$ cat src/rtl/regbank_sequencer.sv
// Shares the single-port 16x32 register bank between writeback, two-read operand fetch and debug.
// Optional REGSEQ_X0_SKIP_EN: operand fetches skip bank reads of x0 and load 0 directly.
module regbank_sequencer #(
  parameter int DBG_STARVE_LIMIT = 8
) (
  input  logic        clk,
  input  logic        reset,
  input  logic        wb_valid,
  output logic        wb_ready,
  input  logic [3:0]  wb_reg,
  input  logic [31:0] wb_data,
  input  logic        op_valid,
  output logic        op_ready,
  input  logic [3:0]  op_rs1,
  input  logic [3:0]  op_rs2,
  output logic        op_rsp_valid,
  input  logic        op_rsp_ready,
  output logic [31:0] op_rs1_data,
  output logic [31:0] op_rs2_data,
  input  logic        dbg_valid,
  output logic        dbg_ready,
  input  logic        dbg_write,
  input  logic [3:0]  dbg_reg,
  input  logic [31:0] dbg_wdata,
  output logic [31:0] dbg_rdata,
  output logic        dbg_rdata_valid,
  output logic [3:0]  bank_regNum,
  output logic [31:0] bank_dataIn,
  output logic        bank_writeEnable,
  input  logic [31:0] bank_dataOut,
  output logic [1:0]  o_fsm_state
);

  localparam logic [1:0] IDLE = 2'd0;
  localparam logic [1:0] RD1  = 2'd1;
  localparam logic [1:0] RD2  = 2'd2;
  localparam logic [1:0] RSP  = 2'd3;
  localparam logic [7:0] STARVE_LIMIT = 8'(DBG_STARVE_LIMIT);

  logic [1:0]  r_state;
  logic [3:0]  r_rs1;
  logic [3:0]  r_rs2;
  logic [31:0] r_rs1_data;
  logic [31:0] r_rs2_data;
  logic [31:0] r_dbg_rdata;
  logic        r_dbg_rdata_valid;
  logic [7:0]  r_starve_cnt;

  logic        w_wb_gnt;
  logic        w_op_gnt;
  logic        w_dbg_gnt;
  logic        w_dbg_prio;
  logic [3:0]  w_regnum;
  logic [31:0] w_din;
  logic        w_we;

  assign w_dbg_prio = dbg_valid && (r_starve_cnt >= STARVE_LIMIT);

  // Handshakes: a request is taken on the rising edge where its valid and ready
  // are both high; ready is combinational from the valids, at most one is high.
  always_comb begin
    w_wb_gnt  = 1'b0;
    w_op_gnt  = 1'b0;
    w_dbg_gnt = 1'b0;
    if (reset) begin
      if (r_state == IDLE) begin
        if (wb_valid)       w_wb_gnt  = 1'b1;
        else if (w_dbg_prio) w_dbg_gnt = 1'b1;
        else if (op_valid)  w_op_gnt  = 1'b1;
        else if (dbg_valid) w_dbg_gnt = 1'b1;
      end else if (r_state == RSP) begin
        w_wb_gnt = wb_valid;
      end
    end
  end

  always_comb begin
    w_regnum = 4'd0;
    w_din    = 32'd0;
    w_we     = 1'b0;
    if (w_wb_gnt) begin
      w_regnum = wb_reg;
      w_din    = wb_data;
      w_we     = |wb_reg;
    end else if (w_dbg_gnt) begin
      w_regnum = dbg_reg;
      if (dbg_write) begin
        w_din = dbg_wdata;
        w_we  = |dbg_reg;
      end
    end else if (reset && r_state == RD1) begin
      w_regnum = r_rs1;
    end else if (reset && r_state == RD2) begin
      w_regnum = r_rs2;
    end
  end

  always_ff @(posedge clk) begin
    if (!reset) begin
      r_state           <= IDLE;
      r_rs1             <= 4'd0;
      r_rs2             <= 4'd0;
      r_rs1_data        <= 32'd0;
      r_rs2_data        <= 32'd0;
      r_dbg_rdata       <= 32'd0;
      r_dbg_rdata_valid <= 1'b0;
      r_starve_cnt      <= 8'd0;
    end else begin
      r_dbg_rdata_valid <= w_dbg_gnt && !dbg_write;
      if (w_dbg_gnt && !dbg_write) r_dbg_rdata <= bank_dataOut;

      if (!dbg_valid || w_dbg_gnt)
        r_starve_cnt <= 8'd0;
      else if (r_state == IDLE && r_starve_cnt != 8'hFF)
        r_starve_cnt <= r_starve_cnt + 8'd1;

      case (r_state)
        IDLE: begin
          if (w_op_gnt) begin
            r_rs1 <= op_rs1;
            r_rs2 <= op_rs2;
`ifdef REGSEQ_X0_SKIP_EN
            if (op_rs1 == 4'd0 && op_rs2 == 4'd0) begin
              r_rs1_data <= 32'd0;
              r_rs2_data <= 32'd0;
              r_state    <= RSP;
            end else if (op_rs1 == 4'd0) begin
              r_rs1_data <= 32'd0;
              r_state    <= RD2;
            end else begin
              r_state <= RD1;
            end
`else
            r_state <= RD1;
`endif
          end
        end
        RD1: begin
          r_rs1_data <= bank_dataOut;
`ifdef REGSEQ_X0_SKIP_EN
          if (r_rs2 == 4'd0) begin
            r_rs2_data <= 32'd0;
            r_state    <= RSP;
          end else begin
            r_state <= RD2;
          end
`else
          r_state <= RD2;
`endif
        end
        RD2: begin
          r_rs2_data <= bank_dataOut;
          r_state    <= RSP;
        end
        default: begin
          if (op_rsp_ready) r_state <= IDLE;
        end
      endcase
    end
  end

  assign wb_ready         = w_wb_gnt;
  assign op_ready         = w_op_gnt;
  assign dbg_ready        = w_dbg_gnt;
  assign op_rsp_valid     = (r_state == RSP);
  assign op_rs1_data      = r_rs1_data;
  assign op_rs2_data      = r_rs2_data;
  assign dbg_rdata        = r_dbg_rdata;
  assign dbg_rdata_valid  = r_dbg_rdata_valid;
  assign bank_regNum      = w_regnum;
  assign bank_dataIn      = w_din;
  assign bank_writeEnable = w_we;
  assign o_fsm_state      = r_state;

endmodule

$ cat config.mk
export PLATFORM = sky130hd
export DESIGN_NAME = regbank_sequencer
export DESIGN_NICKNAME = d
export VERILOG_FILES = /design/src/rtl/regbank_sequencer.sv
export SDC_FILE = /design/constraint.sdc
export NUM_CORES = 1
export LEC_CHECK = 0
export ABC_AREA = 1
export CAP_MARGIN = 20
export CORE_MARGIN = 2
export CORE_UTILIZATION = 40
export CTS_CLUSTER_SIZE = 28
export DETAILED_ROUTE_END_ITERATION = 7
export PLACE_DENSITY_LB_ADDON = 0.05
export SLEW_MARGIN = 20
export SYNTH_ARGS = -nofsm -noshare
export SYNTH_HDL_FRONTEND = slang
export SYNTH_SLANG_ARGS = --single-unit
export TNS_END_PERCENT = 5
$ cat constraint.sdc
create_clock -name clk -period 2.4 [get_ports clk]
set_clock_uncertainty 0.1 [all_clocks]
set_input_delay 0.36 -clock clk [delete_from_list [all_inputs] [get_ports clk]]
set_output_delay 0.36 -clock clk [all_outputs]
set_load 0.01 [all_outputs]
==> flow_metrics.env <==
export IMPL_powerDensity_mw_per_mm2=966
export IMPL_cp_cell_sequence="nor2_1 > nand4_2 > nand2_4 > buf_12 > nand2_1 > nand3_1 > nand2_1 > dlygate4sd2_1"
export IMPL_maxCapViolations=0
export IMPL_drt_iter0_drc=232
export IMPL_cts_sinks=115
export IMPL_drc_errors=0
export IMPL_antenna_left=0
export IMPL_internal_power_mw=5.47
export IMPL_gp_congestion=0.944
export IMPL_synth_nets=896
export IMPL_cts_htree_levels=4
export IMPL_cp_slowest_stage_delay_ns=0.34
export IMPL_post_place_ws_ns=-0.299
export IMPL_timing_setup_tns_ns=-0.0251
export IMPL_synth_edf_count=0
export IMPL_hp_class="reg2reg"
export IMPL_min_period_over_period_pct=101
export IMPL_status="finished, violations left"
export IMPL_cellLeakagePower_nw=3.92
export IMPL_grt_max_degree=66
export IMPL_crit_fanout=25
export IMPL_wl_per_cell_um=13.8
export IMPL_holdPathEnd="r_rs1[3]"
export IMPL_switching_power_mw=2.75
export IMPL_netlist_top_cells_area="dfxtp_1 (45%), nor2_1 (14%), nand2_1 (14%)"
export IMPL_clk_latency_ns=0.40
export IMPL_clock_root_buffer="clkbuf_16"
export IMPL_synthesis_instances=771
export IMPL_cts_buffer_depth=2
export IMPL_drive_gt1_share_pct=10.4
export IMPL_initial_core_util_pct=40.7
export IMPL_dp_hpwl_mm=11.9
export IMPL_gr_usage_all_layers_pct=23.5
export IMPL_synth_seq_cells=115
export IMPL_design_core_area_mm2=0.0125
export IMPL_holdPathStages=2
export IMPL_n_fill_cell=1140
export IMPL_r2r_slack_ns=0.50
export IMPL_ys_types=26
export IMPL_start_kind="flip-flop"
export IMPL_placedInstanceArea_mm2=0.00796
export IMPL_postLayoutCoreUtil_pct=67.9
export IMPL_seq_area_mm2=0.00230
export IMPL_yosysSeqAreaShare_pct=45.1
export IMPL_cts_hold_buffers=0
export IMPL_setup_worst_path_class="reg2out"
export IMPL_dieArea_mm2=0.0137
export IMPL_layout_nets=1162
export IMPL_startpoint="r_starve_cnt[7]"
export IMPL_clk_pin_slew_ns=0.05
export IMPL_final_area_mm2=0.00850
export IMPL_wirelength_mm=16.9
export IMPL_grt_pass1_vias=5049
export IMPL_dieHeight_um=117
export IMPL_vias=5630
export IMPL_drv_slew=0
export IMPL_grt_pass1_wl_mm=25.1
export IMPL_switching_share_pct=33.4
export IMPL_fin_crit_ns=2.42
export IMPL_dieWidth_um=117
export IMPL_hold_viol_final=0
export IMPL_reg2reg_depth=9
export IMPL_rsz0062_at_grt="yes"
export IMPL_arrival_ns=1.96
export IMPL_routed_via_density=4.60
export IMPL_ys_warn_count=0
export IMPL_tightest_slew_ns=0.586
export IMPL_synth_most_common_cell="nor2_1"
export IMPL_multi_input_area_mm2=0.00239
export IMPL_yosysTopAreaCellShare_pct=45.1
export IMPL_critPathCaptureType="output port"
export IMPL_fmax_mhz=414
export IMPL_drt_pass1_iterations=4
export IMPL_seq_power_share_pct=31.5
export IMPL_synthFlopType="dfxtp_1"
export IMPL_cts_tree="built"
export IMPL_portBuffers=258
export IMPL_syn_area_mm2=0.00510
export IMPL_pwr_share_clk_pct=30.7
export IMPL_avgSynthCellArea_um2=6.61
export IMPL_r2r_start="o_fsm_state[0]"
export IMPL_min_from="r_rs1[3]"
export IMPL_layout_setup_ws_ns=-0.0151
export IMPL_async_flop_share_pct=0
export IMPL_crit_path_frequent_cell="nand2_1"
export IMPL_power_frac_comb_pct=37.7
export IMPL_finalPower_mw=8.22
export IMPL_setup_violations=2
export IMPL_violations="setup timing"
export IMPL_antenna_found_initial=1
export IMPL_netlist_top_cell_by_area="dfxtp_1"
export IMPL_crit_slowest_cell="dfxtp_1"
export IMPL_max_slew_margin_pct=60.9
export IMPL_required_ns=1.94
export IMPL_io_pins=259
export IMPL_overflow=0
export IMPL_syn2layout_area_growth_pct=66.8
export IMPL_cts_buffers=17
export IMPL_r2r_end="o_fsm_state[0]"
export IMPL_synth_common_cells="nor2_1 (194), nand2_1 (191), dfxtp_1 (115), o21ai_0 (90), inv_1 (62)"
export IMPL_num_rows=41
export IMPL_vdd_drop_max_uv=742
[cells in the final DEF (no fill, tap or decap), types with 3 or more instances in the layout]
master,n
clkdlybuf4s50_1,217
nor2_1,194
nand2_1,188
dfxtp_1,114
o21ai_0,86
inv_1,61
buf_2,30
nand3_1,27
buf_4,27
clkbuf_16,17
a21oi_1,15
o21ai_1,14
dlygate4sd2_1,6
buf_12,5
ha_1,4
clkinv_4,4
clkinvlp_4,4
clkdlybuf4s15_1,4
inv_6,3
[sequential cells by signal, indices dropped and copies added, names as in the netlist]
name,cells
op_rs1_data,32
dbg_rdata_valid,1
o_fsm_state,2
r_starve_cnt,8
r_rs1,4
r_rs2,4
op_rs2_data,32
dbg_rdata,32
[per-stage QoR]
stage / cells / hold slack [ns]
after global routing: 1223 / 0.389
after CTS: 1222 / 0.365
after global placement: 1186 / 0.354
after floorplan: 771 / 0.343
final: 1223 / 0.366
after detailed placement: 1186 / 0.360
[worst max-delay path, delay by kind of cell (launching register included)]
kind / cells / cell delay (ns)
buf+inv: 2 / 0.44
flops: 1 / 0.34
simple gates: 6 / 0.76
[cell type report]
cell class,count,area share (%)
clock inverter,13,1.78
multi-input combinational,547,28.1
inverter,64,2.82
sequential,115,27.1
tap,172,2.53
antenna,1,0.0294
clock buffer,19,5.33
timing repair buffer,292,32.4
[power groups by stage]
stage | registers [mW] | clock network [mW] | logic, mW
2_1_floorplan | 2.82 | 0 | 1.14
3_3_place_gp | 2.60 | 0 | 3.11
3_5_place_dp | 2.61 | 0 | 3.11
4_1_cts | 2.59 | 2.57 | 3.08
5_1_grt | 2.65 | 2.66 | 3.40
6_report | 2.59 | 2.53 | 3.10
[logic make-up (layout without fill, tap and decap cells)]
kind of cell	count (synthesis)	count (layout)	share of synthesized area [%]
compound gates	121	121	12.0
xor+xnor	1	1	0.172
fa+ha+maj	6	6	1.47
buf+inv	109	388	9.05
flops	115	115	45.1
other cells	0	1	0
simple gates	419	419	32.1
[layer usage]
metal | global-route usage (%) | wire length [µm] | part of all wire, %
met1 | 26.9 | 6870 | 41
met2 | 39.8 | 8190 | 49
met3 | 8.44 | 1460 | 8.6
met4 | 10.0 | 363 | 2.1
met5 | 0 | 0 | 0
[how the worst max path moves through the flow]
| stage | endpoint | slack [ns] | cells after the start |
|---|---|---|---|
| after floorplan | bank_dataIn[26] | 0.31 | 7 |
| after global placement | bank_regNum[2] | -0.25 | 9 |
| after detailed placement | bank_dataIn[28] | -0.30 | 7 |
| after CTS | bank_regNum[0] | -0.19 | 10 |
| after global routing | bank_regNum[3] | -0.17 | 10 |
| final | bank_regNum[2] | -0.02 | 8 |
[what timing repair did]
item,CTS,global route
pin swaps,1,0
buffers inserted,4,0
gates resized for setup,135,14
endpoints found under the setup margin,40,37
Power figures use the tool's default switching activity.
